==> config.mk <==
export PLATFORM = sky130hd
export DESIGN_NAME = sys_run_ctrl
export DESIGN_NICKNAME = d
export VERILOG_FILES = /design/src/rtl/sys_ctrl_pkg.sv /design/src/rtl/sys_prescaler.sv /design/src/rtl/sys_run_ctrl.sv
export SDC_FILE = /design/constraint.sdc
export NUM_CORES = 1
export LEC_CHECK = 0
export ABC_AREA = 1
export CAP_MARGIN = 20
export CORE_MARGIN = 2
export CORE_UTILIZATION = 38
export DETAILED_ROUTE_END_ITERATION = 7
export GPL_TIMING_DRIVEN = 0
export HOLD_SLACK_MARGIN = 0.05
export PLACE_DENSITY = 0.9
export SLEW_MARGIN = 20
export SYNTH_ARGS = -nofsm -noshare
export SYNTH_HDL_FRONTEND = slang
export SYNTH_SLANG_ARGS = --single-unit
export TNS_END_PERCENT = 50
==> constraint.sdc <==
create_clock -name SYS_clk -period 3 [get_ports SYS_clk]
set_clock_uncertainty 0.1 [all_clocks]
set_input_delay 0.6 -clock SYS_clk [delete_from_list [all_inputs] [get_ports SYS_clk]]
set_output_delay 0.6 -clock SYS_clk [all_outputs]
set_load 0.02 [all_outputs]
==> src/rtl/sys_ctrl_pkg.sv <==
// -----------------------------------------------------------------------------
// sys_ctrl_pkg
// Shared types and widths for the run/step/breakpoint controller.
//   run_state_t : controller mode (RUN, HALT, STEP)
//   PC_W        : width of the core program counter / breakpoint address
//   CNT_W       : width of the cpu_ce pulse counter
//   rise()      : rising-edge test on a registered sample and its predecessor
// -----------------------------------------------------------------------------
package sys_ctrl_pkg;

    typedef enum logic [1:0] {
        RUN  = 2'd0,
        HALT = 2'd1,
        STEP = 2'd2
    } run_state_t;

    localparam int PC_W  = 8;
    localparam int CNT_W = 32;

    function automatic logic rise(input logic cur, input logic prev);
        return cur & ~prev;
    endfunction

endpackage

==> src/rtl/sys_prescaler.sv <==
// -----------------------------------------------------------------------------
// sys_prescaler
// Free-running modulo-DIVISOR counter that flags the last count of each period.
//   clk    : clock, rising edge
//   rst_n  : asynchronous active-low reset
//   clear  : synchronous clear to 0 (wins over enable)
//   enable : advance the counter
//   tick   : high while enabled and the counter sits at DIVISOR-1
// -----------------------------------------------------------------------------
module sys_prescaler #(
    parameter int unsigned DIVISOR = 1
) (
    input  logic clk,
    input  logic rst_n,
    input  logic clear,
    input  logic enable,
    output logic tick
);

    localparam int unsigned CW = (DIVISOR > 1) ? $clog2(DIVISOR) : 1;
    localparam logic [CW-1:0] LAST = CW'(DIVISOR - 1);

    logic [CW-1:0] cnt;

    always_ff @(posedge clk or negedge rst_n) begin
        if (!rst_n) begin
            cnt <= '0;
        end else if (clear) begin
            cnt <= '0;
        end else if (enable) begin
            cnt <= (cnt == LAST) ? '0 : cnt + CW'(1);
        end
    end

    // With DIVISOR = 1 the counter never leaves 0, so tick is continuous.
    assign tick = enable && (cnt == LAST);

endmodule

==> src/rtl/sys_run_ctrl.sv <==
// -----------------------------------------------------------------------------
// sys_run_ctrl
// Run/step/breakpoint controller for the MIPS core. Produces a one-cycle core
// clock enable every DIVISOR clocks in RUN, single pulses in STEP, and stops
// the core when the fetched PC matches the breakpoint address.
//
// Optional build macro: SYS_RUN_CTRL_CYCLE_CNT_EN
//   defined   -> 32-bit cpu_ce pulse counter on cycle_cnt
//   undefined -> cycle_cnt tied to 0, no counter flops
//
// Ports:
//   SYS_clk, SYS_reset_n         : clock and asynchronous active-low reset
//   run_req, halt_req, step_req  : level requests, acted on at their rising edge
//   bp_en, bp_addr               : breakpoint enable and PC byte address
//   PC                           : current core PC
//   cpu_ce                       : core clock enable, one cycle wide
//   CLK_led                      : toggles on every cpu_ce
//   halted                       : 1 while in HALT
//   brk_hit                      : sticky breakpoint-stop flag
//   cycle_cnt                    : number of cpu_ce pulses issued
// -----------------------------------------------------------------------------
module sys_run_ctrl
    import sys_ctrl_pkg::*;
#(
    parameter int unsigned DIVISOR      = 1,
    parameter bit          RUN_ON_RESET = 1'b1
) (
    input  logic             SYS_clk,
    input  logic             SYS_reset_n,
    input  logic             run_req,
    input  logic             halt_req,
    input  logic             step_req,
    input  logic             bp_en,
    input  logic [PC_W-1:0]  bp_addr,
    input  logic [PC_W-1:0]  PC,
    output logic             cpu_ce,
    output logic             CLK_led,
    output logic             halted,
    output logic             brk_hit,
    output logic [CNT_W-1:0] cycle_cnt
);

    localparam run_state_t RESET_STATE = RUN_ON_RESET ? RUN : HALT;

    run_state_t state;
    logic       run_p0, run_p1, halt_p0, halt_p1, step_p0, step_p1;
    logic       run_edge, halt_edge, step_edge;
    logic       skip;
    logic       tick, prescale_en, prescale_clr;
    logic       bp_hit, ce_next;

    assign run_edge  = rise(run_p0, run_p1);
    assign halt_edge = rise(halt_p0, halt_p1);
    assign step_edge = rise(step_p0, step_p1);

    // Prescaler only runs in RUN; a halt edge drops a pending tick.
    assign prescale_en  = (state == RUN);
    assign prescale_clr = (state != RUN) || halt_edge;

    sys_prescaler #(
        .DIVISOR (DIVISOR)
    ) u_prescaler (
        .clk    (SYS_clk),
        .rst_n  (SYS_reset_n),
        .clear  (prescale_clr),
        .enable (prescale_en),
        .tick   (tick)
    );

    // Skip lets a resumed RUN execute the instruction sitting at bp_addr once.
    assign bp_hit = bp_en && (PC == bp_addr) && !skip;

    // A pulse is issued by a clean RUN tick or by a step edge taken from HALT.
    assign ce_next = ((state == RUN)  && !halt_edge && tick && !bp_hit) ||
                     ((state == HALT) && !halt_edge && step_edge);

    // Stage p0: request sample, p1: previous sample; edges feed the FSM.
    always_ff @(posedge SYS_clk or negedge SYS_reset_n) begin
        if (!SYS_reset_n) begin
            run_p0  <= 1'b0;
            run_p1  <= 1'b0;
            halt_p0 <= 1'b0;
            halt_p1 <= 1'b0;
            step_p0 <= 1'b0;
            step_p1 <= 1'b0;
            state   <= RESET_STATE;
            halted  <= !RUN_ON_RESET;
            cpu_ce  <= 1'b0;
            CLK_led <= 1'b0;
            brk_hit <= 1'b0;
            skip    <= 1'b0;
        end else begin
            run_p0  <= run_req;
            run_p1  <= run_p0;
            halt_p0 <= halt_req;
            halt_p1 <= halt_p0;
            step_p0 <= step_req;
            step_p1 <= step_p0;

            cpu_ce <= ce_next;
            if (ce_next) begin
                CLK_led <= ~CLK_led;
                skip    <= 1'b0;
            end

            case (state)
                RUN: begin
                    if (halt_edge) begin
                        state  <= HALT;
                        halted <= 1'b1;
                    end else if (tick && bp_hit) begin
                        state   <= HALT;
                        halted  <= 1'b1;
                        brk_hit <= 1'b1;
                    end
                end
                HALT: begin
                    // Halt edge outranks step and run; losers are discarded.
                    if (!halt_edge) begin
                        if (step_edge) begin
                            state   <= STEP;
                            halted  <= 1'b0;
                            brk_hit <= 1'b0;
                        end else if (run_edge) begin
                            state   <= RUN;
                            halted  <= 1'b0;
                            brk_hit <= 1'b0;
                            skip    <= 1'b1;
                        end
                    end
                end
                STEP: begin
                    state  <= HALT;
                    halted <= 1'b1;
                end
                default: begin
                    state  <= HALT;
                    halted <= 1'b1;
                end
            endcase
        end
    end

`ifdef SYS_RUN_CTRL_CYCLE_CNT_EN
    logic [CNT_W-1:0] cnt_q;

    always_ff @(posedge SYS_clk or negedge SYS_reset_n) begin
        if (!SYS_reset_n) begin
            cnt_q <= '0;
        end else if (ce_next) begin
            cnt_q <= cnt_q + CNT_W'(1);
        end
    end

    assign cycle_cnt = cnt_q;
`else
    assign cycle_cnt = '0;
`endif

endmodule

==> results.py <==
metrics = {
    "worst_setup_path": {
        "critPathCaptureType": "output port",
        "crit_family": "buffers and inverters",
        "worstPathCellList": "clkdlybuf4s50_1",
        "worst_ep_required_ps": 2300,
        "path_class": "reg -> out",
        "regToRegSetupSlack_ps": 1700,
        "critical_path.n_buffers_inverters": 1,
        "timing.critical_path.arrival_ps": 1270,
        "worst_r2r_endpoint": "CLK_led$_DFFE_PN0P_",
        "crit_reg_reg_startpoint": "skip$_DFF_PN0_",
        "rr_worst_depth": 8,
        "start_kind": "flip-flop",
        "critical-path-slowest-cell": "clkdlybuf4s50_1",
        "critical-path-max-stage-delay_ps": 620,
        "critical_path.max_fanout": 4,
    },
    "die": {
        "ioPinCount": 58,
        "rows": 17,
        "start_util": 0.4015,
        "area_enclosed_by_the_die_boundary_um2": 2715,
        "die_x_um": 52.11,
        "core_um2": 2191,
        "chipHeight_um": 52.11,
    },
    "clocking": {
        "clk_pin_slew_worst_paths_ps": 70,
        "number_of_setup_buffers_added_after_cts": 0,
        "tritoncts_clock_tree": "built",
        "clock-sinks": 12,
        "cts_max_path_buffers": 2,
        "clock_tree.htree_level_count": 1,
        "post_cts.resized_instances": 0,
        "ctsRootBufferMaster": "clkbuf_4",
        "total_cts_buffers": 3,
        "postCtsHoldBufs": 0,
        "insertion_delay_ps": 260,
    },
    "worst_hold_path": {
        "hold_path.class": "reg -> reg",
        "hold_path_end": "halt_p1$_DFF_PN0_",
        "worst_hold_startpoint": "halt_p0$_DFF_PN0_",
        "holdPathStages": 0,
    },
    "global_routing": {
        "first_global_vias": 549,
        "grt_first_pass_wirelength_um": 2001,
        "grt_max_degree": 13,
        "grt_overflow": 0,
        "track_usage": 0.09909,
        "antenna_violations_before_repair": 0,
    },
    "sta": {
        "max_freq_mhz": 506.7,
        "final.setup.tns_ps": 0,
        "setup_viol": 0,
        "fin_worst_hold_slack_ps": 274.7,
        "max_slew.worst_pin.slew_ps": 502.5,
        "rsz0062_at_grt": "no",
        "layout_worst_path_cycle_share": 0.6579,
        "timing.final.crit_period_ps": 1974,
        "finalHoldViolations": 0,
        "max_slew_margin": 0.6639,
        "final_number_of_max_transition_violations": 0,
    },
    "synth": {
        "synth_top_cell_area_share": 0.3414,
        "number_of_enable_type_register_cells_in_the_synthesized_netlist": 0,
        "yosys.cell_count.top_type": "buf_4",
        "synth-async-reset-ratio": 1.000,
        "synthTopCellsByArea": "dfrtp_1, buf_4, nand2_1",
        "postSynthAreaPerCell_um2": 7.583,
        "count_of_yosys_warnings_during_synthesis": 0,
        "synth.ff_latch_count": 12,
        "syn_area_um2": 879.6,
        "synth_top_area_cell": "dfrtp_1",
        "synth_ff_type": "dfrtp_1",
        "netlist_instances": 116,
        "yosysSeqAreaShare": 0.3414,
        "synth.distinct_cells": 19,
        "synth_commonest_cells": "buf_4, nand2_1, inv_1",
    },
    "run_status": {
        "run_status": "completed",
    },
    "drt": {
        "drt_drc_violations_left": 0,
        "drt.antenna.violating_nets": 0,
        "viasPerCell": 3.433,
        "detail_route.iter0.violations": 2,
        "drt-total-wl_um": 1360,
        "count_of_vias_placed_by_the_detailed_router": 697,
        "routed_wirelength_normalized_by_instance_count_um": 6.700,
        "drtPass1Iterations": 3,
    },
    "power_and_ir_drop": {
        "power.ir.vdd_worst_v": 0.0003561,
        "p_total_w": 0.0005808,
        "leakage_power_nw": 0.7668,
        "cellPowerDensity_nw_per_um2": 445.5,
    },
    "finish": {
        "post_route_cells_drive_above_1_share": 0.2571,
        "final_nets": 199,
        "area.growth.synth_to_final_pct": 48.22,
        "antenna-diode-count": 0,
    },
    "job": {
        "maxCapViolCount": 0,
    },
    "placement": {
        "place.port_buffers": 25,
        "hpwl_um": 1217,
        "globalplace.congestion": 0.7671,
    },
}
power by group:
part | switching (W) | total [W] | leakage, nW | internal (W)
clock network | 0.0000457 | 0.0000919 | 0.0138 | 0.0000463
registers | 0.0000193 | 0.000212 | 0.146 | 0.000193
logic | 0.000143 | 0.000277 | 0.607 | 0.000133
total | 0.000208 | 0.000581 | 0.767 | 0.000373
per-stage QoR:
stage / utilization / instance area, um2 / cells / setup slack [ps]
floorplan: - / 996.0 / 147 / 1572
global placement: 0.5848 / 1281 / 200 / 1014
detailed placement: 0.5848 / 1281 / 200 / 968.4
CTS: 0.5951 / 1304 / 203 / 1004
global route: 0.5951 / 1304 / 203 / 971.1
finish: 0.5951 / 1304 / 203 / 1026
cell families (layout without fill, tap and decap cells):
| group | after synthesis | in the layout | synth area share |
|---|---|---|---|
| XOR/XNOR | 2 | 2 | 0.01992 |
| AO/OA/AOI/OAI | 5 | 5 | 0.04693 |
| flip-flops | 12 | 12 | 0.3414 |
| AND/OR/NAND/NOR | 43 | 43 | 0.2248 |
| other | 1 | 32 | 0.004263 |
| buffers and inverters | 53 | 81 | 0.3627 |
worst max-delay path by stage:
stage / from / cells past startpoint / end / slack (ps)
global placement: bp_addr[5] / 10 / CLK_led$_DFFE_PN0P_ / 1010
global route: state[0]$_DFFE_PN0P_ / 1 / halted / 970
CTS: state[0]$_DFFE_PN0P_ / 1 / halted / 1000
floorplan: PC[1] / 9 / CLK_led$_DFFE_PN0P_ / 1570
detailed placement: bp_addr[1] / 10 / CLK_led$_DFFE_PN0P_ / 970
finish: state[0]$_DFFE_PN0P_ / 1 / halted / 1030
per-layer routing:
| layer | GRT usage | up-vias | share of wire |
|---|---|---|---|
| li1 | - | 398 | - |
| met1 | 0.09765 | 271 | 0.37 |
| met2 | 0.1814 | 28 | 0.51 |
| met3 | 0.03161 | 0 | 0.12 |
| met4 | 0.05263 | 0 | 0 |
| met5 | 0 | - | 0 |
area by class of cell:
cell class	count	area, um2
multi-input combinational	82	376.6
clock buffer	3	22.52
fill	200	887.1
tap	28	35.03
timing repair buffer	25	250.2
inverter	21	78.83
buffer	32	240.2
sequential	12	300.3
flip-flops by register name (all words and copies together), names as in the netlist:
register  cells
state         2
CLK_led       1
brk_hit       1
cpu_ce        1
halt_p0       1
halt_p1       1
run_p0        1
run_p1        1
skip          1
step_p0       1
step_p1       1
layout by cell type (no fill, tap or decap), drive strengths merged:
cell type / count
buf: 32
conb: 32
clkdlybuf4s50: 25
nand2: 23
inv: 20
nor2: 13
dfrtp: 12
nand3: 7
clkbuf: 3
xnor2: 2
o21ai: 2
o21bai: 1
clkinv: 1
a21o: 1
a21oi: 1
Power figures use the tool's default switching activity.
